## config.mk

```make
export PLATFORM = sky130hd
export DESIGN_NAME = fifo_wr_arbiter
export DESIGN_NICKNAME = d
export VERILOG_FILES = /design/src/rtl/fifo_wr_arbiter.sv
export SDC_FILE = /design/constraint.sdc
export NUM_CORES = 1
export LEC_CHECK = 0
export ABC_AREA = 1
export BUFFER_PORTS_ARGS = -buffer_cell sky130_fd_sc_hd__buf_4
export CORE_ASPECT_RATIO = 1.4
export CORE_MARGIN = 2
export CORE_UTILIZATION = 41
export CTS_BUF_LIST = sky130_fd_sc_hd__clkbuf_4
export DETAILED_ROUTE_END_ITERATION = 8
export PLACE_DENSITY = 0.9
export SYNTH_ARGS = -nofsm -noshare
export SYNTH_HDL_FRONTEND = slang
export SYNTH_SLANG_ARGS = --single-unit
export TNS_END_PERCENT = 100
```

## constraint.sdc

```tcl
create_clock -name clk -period 3.2 [get_ports clk]
set_clock_uncertainty 0.1 [all_clocks]
set_input_delay 0.48 -clock clk [delete_from_list [all_inputs] [get_ports clk]]
set_output_delay 0.48 -clock clk [all_outputs]
set_load 0.02 [all_outputs]
```

## src/rtl/fifo_wr_arbiter.sv

```systemverilog
// -----------------------------------------------------------------------------
// fifo_wr_arbiter
//   Shares the single push port of a DW-bit fifo among NREQ producers.
//   Grants one word per cycle in round-robin order. Each producer uses a
//   valid/ready handshake that completes in the same cycle as the grant.
//   Also sequences a fifo flush: it stops granting, pulses fifo_dump for one
//   cycle, and then waits for fifo_empty before granting again.
//
// Parameters
//   DW    data width, matches the fifo din
//   NREQ  number of requesters (2..8)
//   CW    width of the accepted-word counter
//
// Ports
//   clk         single clock, all logic on posedge
//   rst         synchronous active-high reset
//   req_valid   per-requester valid
//   req_data    packed requester data, requester 0 in the LSBs
//   req_ready   one-hot or zero; word i is accepted when valid[i] & ready[i]
//   fifo_full   fifo full flag
//   fifo_empty  fifo empty flag
//   fifo_push   fifo push strobe
//   fifo_din    fifo write data
//   fifo_dump   one-cycle fifo flush strobe
//   flush_req   level or pulse flush request (sampled in RUN only)
//   flush_busy  high while a flush is in progress
//   grant_id    index of the current grant, valid when fifo_push=1
//   push_cnt    words pushed since reset or the last flush; wraps silently
// -----------------------------------------------------------------------------
module fifo_wr_arbiter #(
  parameter  int DW   = 32,
  parameter  int NREQ = 4,
  parameter  int CW   = 16,
  localparam int GW   = $clog2(NREQ)
) (
  input  logic               clk,
  input  logic               rst,
  input  logic [NREQ-1:0]    req_valid,
  input  logic [NREQ*DW-1:0] req_data,
  output logic [NREQ-1:0]    req_ready,
  input  logic               fifo_full,
  input  logic               fifo_empty,
  output logic               fifo_push,
  output logic [DW-1:0]      fifo_din,
  output logic               fifo_dump,
  input  logic               flush_req,
  output logic               flush_busy,
  output logic [GW-1:0]      grant_id,
  output logic [CW-1:0]      push_cnt
);

  typedef enum logic [1:0] {
    RUN,
    DUMP,
    WAIT_EMPTY
  } state_t;

  state_t        state;
  logic [GW-1:0] rr_ptr;

  // Round-robin search results.
  logic          found;
  logic [GW-1:0] win;
  int            idx;
  logic          grant;

  // ---------------------------------------------------------------------------
  // Round-robin search: scan upward from rr_ptr, wrapping at NREQ (not at
  // 2^GW), so indices >= NREQ are never considered.
  // ---------------------------------------------------------------------------
  always_comb begin
    // NOTE: every variable gets a default before the loop; otherwise a path
    // that never assigns it would infer a latch.
    found = 1'b0;
    win   = '0;
    idx   = 0;
    for (int k = 0; k < NREQ; k++) begin
      idx = int'(rr_ptr) + k;
      if (idx >= NREQ) idx = idx - NREQ;
      if (!found && req_valid[idx[GW-1:0]]) begin
        found = 1'b1;
        win   = idx[GW-1:0];
      end
    end
  end

  // A grant happens only in RUN, outside reset, with room in the fifo and no
  // flush being requested this cycle. The handshake is zero latency, so the
  // handshake outputs are decoded from the current state rather than
  // registered.
  assign grant = (state == RUN) && !rst && !fifo_full && !flush_req && found;

  always_comb begin
    req_ready = '0;
    fifo_din  = '0;
    for (int i = 0; i < NREQ; i++) begin
      if (win == GW'(i)) begin
        req_ready[i] = grant;
        fifo_din     = req_data[i*DW +: DW];
      end
    end
  end

  assign fifo_push  = grant;
  assign grant_id   = win;
  assign fifo_dump  = (state == DUMP) && !rst;
  assign flush_busy = (state != RUN);

  // ---------------------------------------------------------------------------
  // Control FSM, round-robin pointer and accepted-word counter.
  // ---------------------------------------------------------------------------
  always_ff @(posedge clk) begin
    // NOTE: sequential state uses non-blocking assignments so that every
    // register samples the pre-edge values, independent of statement order.
    if (rst) begin
      state    <= RUN;
      rr_ptr   <= '0;
      push_cnt <= '0;
    end else begin
      unique case (state)
        RUN: begin
          if (flush_req) begin
            state <= DUMP;
          end else if (grant) begin
            // The winner moves to the back of the line. On a full fifo no
            // grant happens, so the pending winner keeps its priority.
            rr_ptr   <= (win == GW'(NREQ - 1)) ? '0 : win + 1'b1;
            push_cnt <= push_cnt + 1'b1;
          end
        end
        DUMP: begin
          push_cnt <= '0;
          state    <= WAIT_EMPTY;
        end
        WAIT_EMPTY: begin
          // flush_req is ignored here; rr_ptr is left untouched across the
          // flush.
          if (fifo_empty) state <= RUN;
        end
        default: state <= RUN;
      endcase
    end
  end

endmodule

```

* Yosys cells after proc, flatten, opt, wreduce, memory -nomap -nowiden
Index checks and enable logic that the tools add are counted.
** Cells by class
- Multiply operators :: 0
- Add/sub/neg operators :: 9
- Reduce and logical (&&, ||, !) cells :: 21
- Shifts and indexed selects :: 0
- Bitwise operators :: 1
- Equality and inequality tests :: 9
- Div/mod/pow operators :: 0
- Order comparisons :: 8
- Multiplexer cells :: 35
** Operators by type and width (count)
- $mux W32 :: 4
- $mux W16 :: 2
- $pmux W16 S2 :: 1
- $mux W2 :: 11
- $add A16 B1 Y16 const B :: 1
- $lt A2 B3 Y1 const B :: 4
- $mux W1 :: 12
- $ge A3 B3 Y1 const B :: 3
- $bmux W1 S2 :: 4
- $logic_and A1 B1 Y1 :: 8
- $ne A2 B2 Y1 const B :: 4
- $sub A2 B1 Y2 const B :: 4
- $add A2 B2 Y3 const B :: 2
- $eq A2 B2 Y1 const B :: 3
- $logic_not A1 Y1 :: 6
- $pmux W2 S3 :: 1
- $reduce_and A3 Y1 :: 2
- $eq A2 B1 Y1 const B :: 2
- $logic_not A2 Y1 :: 2
- $reduce_bool A2 Y1 :: 2
- $add A2 B1 Y3 const B :: 1
- $ge A2 B3 Y1 const B :: 1
- $add A2 B1 Y2 const B :: 1
- $reduce_and A2 Y1 :: 1
- $not A1 Y1 :: 1
** Storage, ports and cells
- Memories :: 0
- Register bits :: 20
- Memory bits (read-only) :: 0
- Word-level logic and storage cells :: 86
- Bits in writable memories :: 0
- Latch bits :: 0

* Longest topological paths before layout
- Depth in word-level cells :: 19
- Depth in mapped cells :: 18

* Worst setup path after synthesis
OpenSTA, ideal clock, no wires.
- Path type :: input-to-output
- From :: input port req_valid[3]
- To :: output port fifo_din[10]
- Stages :: 15
- Arrival time :: 3007 ps
- Buffers on the path :: 3
- Path slack :: -387 ps
- Cell sequence :: inv_1 -> nand2_2 -> nand3_1 -> nand2_1 -> nor2_4 -> nand3_2 -> buf_2 -> nand3_1 -> inv_1 -> ha_1 -> clkbuf_1 -> nor2_1 -> clkbuf_1 -> a221oi_1 -> o31ai_1
** On the way
- Word-level cells in the longest chain between the ends :: 17
** Ends and longest elaborated chain
- from (decl) :: RTL line 38 : input logic [NREQ-1:0] req_valid,
- $bmux W1 S2 :: RTL line 80 : if (!found && req_valid[idx[GW-1:0]]) begin
- $mux W1 (implied by the code) :: RTL line 80
- $mux W1 :: RTL line 80
- $logic_not A1 Y1 :: RTL line 80
- $logic_and A1 B1 Y1 :: RTL line 80
- $mux W1 :: RTL line 80
- $logic_not A1 Y1 :: RTL line 80
- $logic_and A1 B1 Y1 :: RTL line 80
- $mux W1 :: RTL line 80
- $logic_not A1 Y1 :: RTL line 80
- $logic_and A1 B1 Y1 :: RTL line 80
- $mux W2 (*) :: RTL line 80
- net grant_id[0] :: RTL line 48 : output logic [GW-1:0] grant_id,
- $logic_not A2 Y1 :: RTL line 97 : if (win == GW'(i)) begin
- $mux W32 (3 in series) :: RTL line 97
- $mux W32 (*) :: RTL line 97
- to (decl) :: RTL line 44 : output logic [DW-1:0] fifo_din,
The timed path passes the listed nets; every way through them passes the cells marked *. The select of a mux whose other input is x is not followed.

* Worst setup path in the final report
- From :: register rr_ptr[1]
- To :: output port fifo_din[0]
** On the way
- Word-level cells in the longest chain between the ends :: 19
** Ends and longest elaborated chain
- from (decl) :: RTL line 59 : logic [GW-1:0] rr_ptr;
- from (signal assigned) :: RTL line 127 : rr_ptr <= (win == GW'(NREQ - 1)) ? '0 : win + 1'b1;
- parallel branches: the longest is 13 deep, another holds $add A2 B1 Y3
- $mux W2 (*) :: RTL line 80
- $logic_not A2 Y1 :: RTL line 97
- $mux W32 (3 in series) :: RTL line 97
- $mux W32 (*) :: RTL line 97
Every way passes the cells marked *. The select of a mux whose other input is x is not followed.

==> impl_metrics.json <==
{
  "dr.pass1.iters": 7,
  "wl_per_cell_um": 26.1,
  "status": "finished with violations",
  "die_area_sq_um": 6540,
  "hp-start": "flush_req",
  "r2r-start": "rr_ptr[1]",
  "grt_pass1_vias": 4055,
  "yosys.area.top_type_share_pct": 16.5,
  "synth.distinct_cells": 33,
  "crit_top_cell": "nand2_2",
  "drtIter0Drc": 573,
  "clock_sinks": 20,
  "synth_top_cells_by_area": "dfxtp_1 (17%), nand2_1 (16%), a221oi_1 (12%), nor2_1 (11%), o31ai_1 (9.9%)",
  "cp_slowest_cell": "dfxtp_4",
  "maxSlewHeadroom_pct": 66.3,
  "crit_required_ns": 2.62,
  "synth-edff-count": 0,
  "row_count": 33,
  "io_buffers": 193,
  "r2r_cells": 13,
  "cellPowerDensity_nw_per_um2": 482,
  "post-place-ws_ns": -0.352,
  "drt-total-wl_um": 18000,
  "finalCritPeriodShare_pct": 113,
  "crit_fanout": 6,
  "timing.final.ws_setup_ns": -0.428,
  "holdWs_ns": 0.293,
  "syn_to_final_growth_pct": 113,
  "synth_area_per_cell_sq_um": 5.93,
  "reg2reg_slack_ns": 0.70,
  "track_usage_pct": 41.5,
  "synth_top_area_cell": "dfxtp_1",
  "critPathLaunchType": "flop",
  "final.min_clock_period_ns": 3.63,
  "num_vias": 4539,
  "layout.nets": 761,
  "synth_most_common_cell": "nand2_1",
  "clk_latency_ns": 0.32,
  "fmax_ghz": 0.276,
  "drc": 0,
  "die_y_um": 94.9,
  "critPathArrivalTime_ns": 3.05,
  "cp-startpoint": "rr_ptr[1]",
  "failed_checks": "negative setup slack",
  "crit_buf_inv": 6,
  "p_leak_nw": 2.38,
  "crit_path_max_incr_delay_ns": 0.41,
  "irDropWorstVdd_uv": 303,
  "grt_start_max_net_pins": 39,
  "synth-seq-cells": 20,
  "seq_area_frac_synth_pct": 16.5,
  "hold_viol": 0,
  "rsz0062_at_grt": "yes",
  "async_flop_share_pct": 0,
  "hp-class": "primary input to flop",
  "final_antenna_net_count": 0,
  "slew_violations": 0,
  "syn-num-nets": 550,
  "place_congestion": 0.981,
  "crit_chain": "inv_2 -> nand2_1 -> nand2_4 -> nand2_2 -> nand2_2 -> nor2_4 -> nand2_2 -> o211ai_1 -> nand2_2 -> buf_4 -> inv_4 -> ha_4 -> inv_8 -> buf_4 -> nor2_1 -> o31ai_1 -> buf_4",
  "synth_commonest_cells": "nand2_1 (100), nor2_1 (68), inv_1 (36)",
  "setup_viol": 35,
  "grt_pass1_wl_um": 20300,
  "worst-setup-path-type": "flop to output pin",
  "core_sq_um": 5780,
  "yosysWarnings": 0,
  "r2r-end": "push_cnt[9]",
  "cts_htree_levels": 1,
  "via_per_inst": 6.61,
  "synth_ff_type": "dfxtp_1",
  "drive_gt1_share_pct": 58.2,
  "cpLargestDelayFamily": "simple AND/OR/NAND/NOR gates",
  "finalNonFillerCells": 687,
  "start_util_pct": 41.9,
  "post-place-cells": 661,
  "grt-ovfl-total": 0,
  "clockBufferDepth": 2,
  "io_pins": 194,
  "dp_hpwl_um": 8870,
  "die_w_um": 68.9,
  "cts_tree": "built",
  "synthCells": 408,
  "clk_pin_slew_ns": 0.11,
  "cap_viol_max_count": 0,
  "cts_inserted_buffers": 3,
  "antenna_found_initial": 0,
  "num_antenna_cells": 0,
  "hold_end": "state[0]",
  "worstMarginPinSlew_ns": 0.504,
  "cts_root_buffer": "clkbuf_4",
  "crit_path_end_kind": "output pin",
  "hold-path-cell-count": 3,
  "syn-cell-area_sq_um": 2420
}
worst min-delay path, delay by kind of cell:
kind                   cells  cell delay, ns
buffers and inverters      2            0.16
AND/OR/NAND/NOR            1            0.03
stage by stage:
step	area, sq um	setup TNS [ns]	util [%]	power [mW]
3_5_place_dp	4170	-9.07	72.1	1.64
3_3_place_gp	4170	-5.72	72.1	1.62
6_report	5170	-9.12	89.4	2.49
4_1_cts	4750	-0.967	82.2	2.13
5_1_grt	5170	-13.95	89.4	2.58
2_1_floorplan	2610	-0.313	-	1.10
sequential cells by signal, indices dropped and copies added, names as in the netlist:
signal and flops:
state 2, rr_ptr 2, push_cnt 16
cell families after synthesis:
family | Yosys count | synth area share, %
compound gates | 86 | 26.8
flops | 20 | 16.5
xor+xnor | 2 | 0.724
simple gates | 225 | 40.6
buf+inv | 70 | 12.7
fa+ha+maj | 5 | 2.58
worst max-delay path by stage:
stage                         endpoint  slack [ns]  depth (start not counted)
after global routing       fifo_din[0]       -0.59                         17
after floorplan           fifo_din[10]       -0.02                         13
after detailed placement  fifo_din[20]       -0.35                         16
final                      fifo_din[0]       -0.43                         17
after CTS                 fifo_din[30]       -0.08                         17
after global placement    fifo_din[24]       -0.21                         16
cell type report:
class / count / area, sq um
clock buffer: 3 / 22.5
fill: 258 / 613
inverter: 40 / 175
multi-input combinational: 319 / 2440
sequential: 20 / 405
tap: 70 / 87.6
timing repair buffer: 235 / 2040
placed cells by master (no fill, tap or decap), types with 2 or more instances in the layout:
cell type and n:
buf_4 211, nand2_1 87, nor2_1 60, inv_1 31
o31ai_2 29, nand3_1 21, dfxtp_1 18, a221oi_2 17
a221oi_4 15, nand2_2 14, nand4_1 14, a21oi_1 9
buf_12 8, o21ai_0 7, nand3_2 6, nor2_2 6
buf_6 6, nand2_4 5, clkbuf_16 5, inv_2 4
nor2_4 4, ha_4 4, nand3_4 3, a21oi_2 3
clkbuf_4 3, buf_8 3, inv_8 2, inv_4 2
o31ai_1 2, nor3_2 2, buf_16 2
report_power, final:
part	switching [mW]	total (mW)	leakage, nW	internal [mW]
Clock	0.0834	0.128	0.0138	0.0442
Combinational	1.14	2.10	2.20	0.963
Sequential	0.00832	0.264	0.163	0.256
Total	1.23	2.49	2.38	1.26
metal layers:
| metal | vias to the layer above | GRT usage, % | wire [um] |
|---|---|---|---|
| met1 | 2048 | 40.2 | 5370 |
| li1 | 1841 | - | - |
| met3 | 180 | 21.6 | 2880 |
| met5 | - | 3.57 | 43 |
| met2 | 468 | 68.4 | 7870 |
| met4 | 2 | 24.2 | 1790 |
repair_timing:
item | 4_1_cts | 5_1_grt
cloned | 3 | 6
buffers inserted | 8 | 6
endpoints found under the setup margin | 35 | 35
pin swaps | 11 | 5
resized for setup | 83 | 44
hold buffers | 0 | 0
Note: power is estimated with default switching activity, not from simulation.
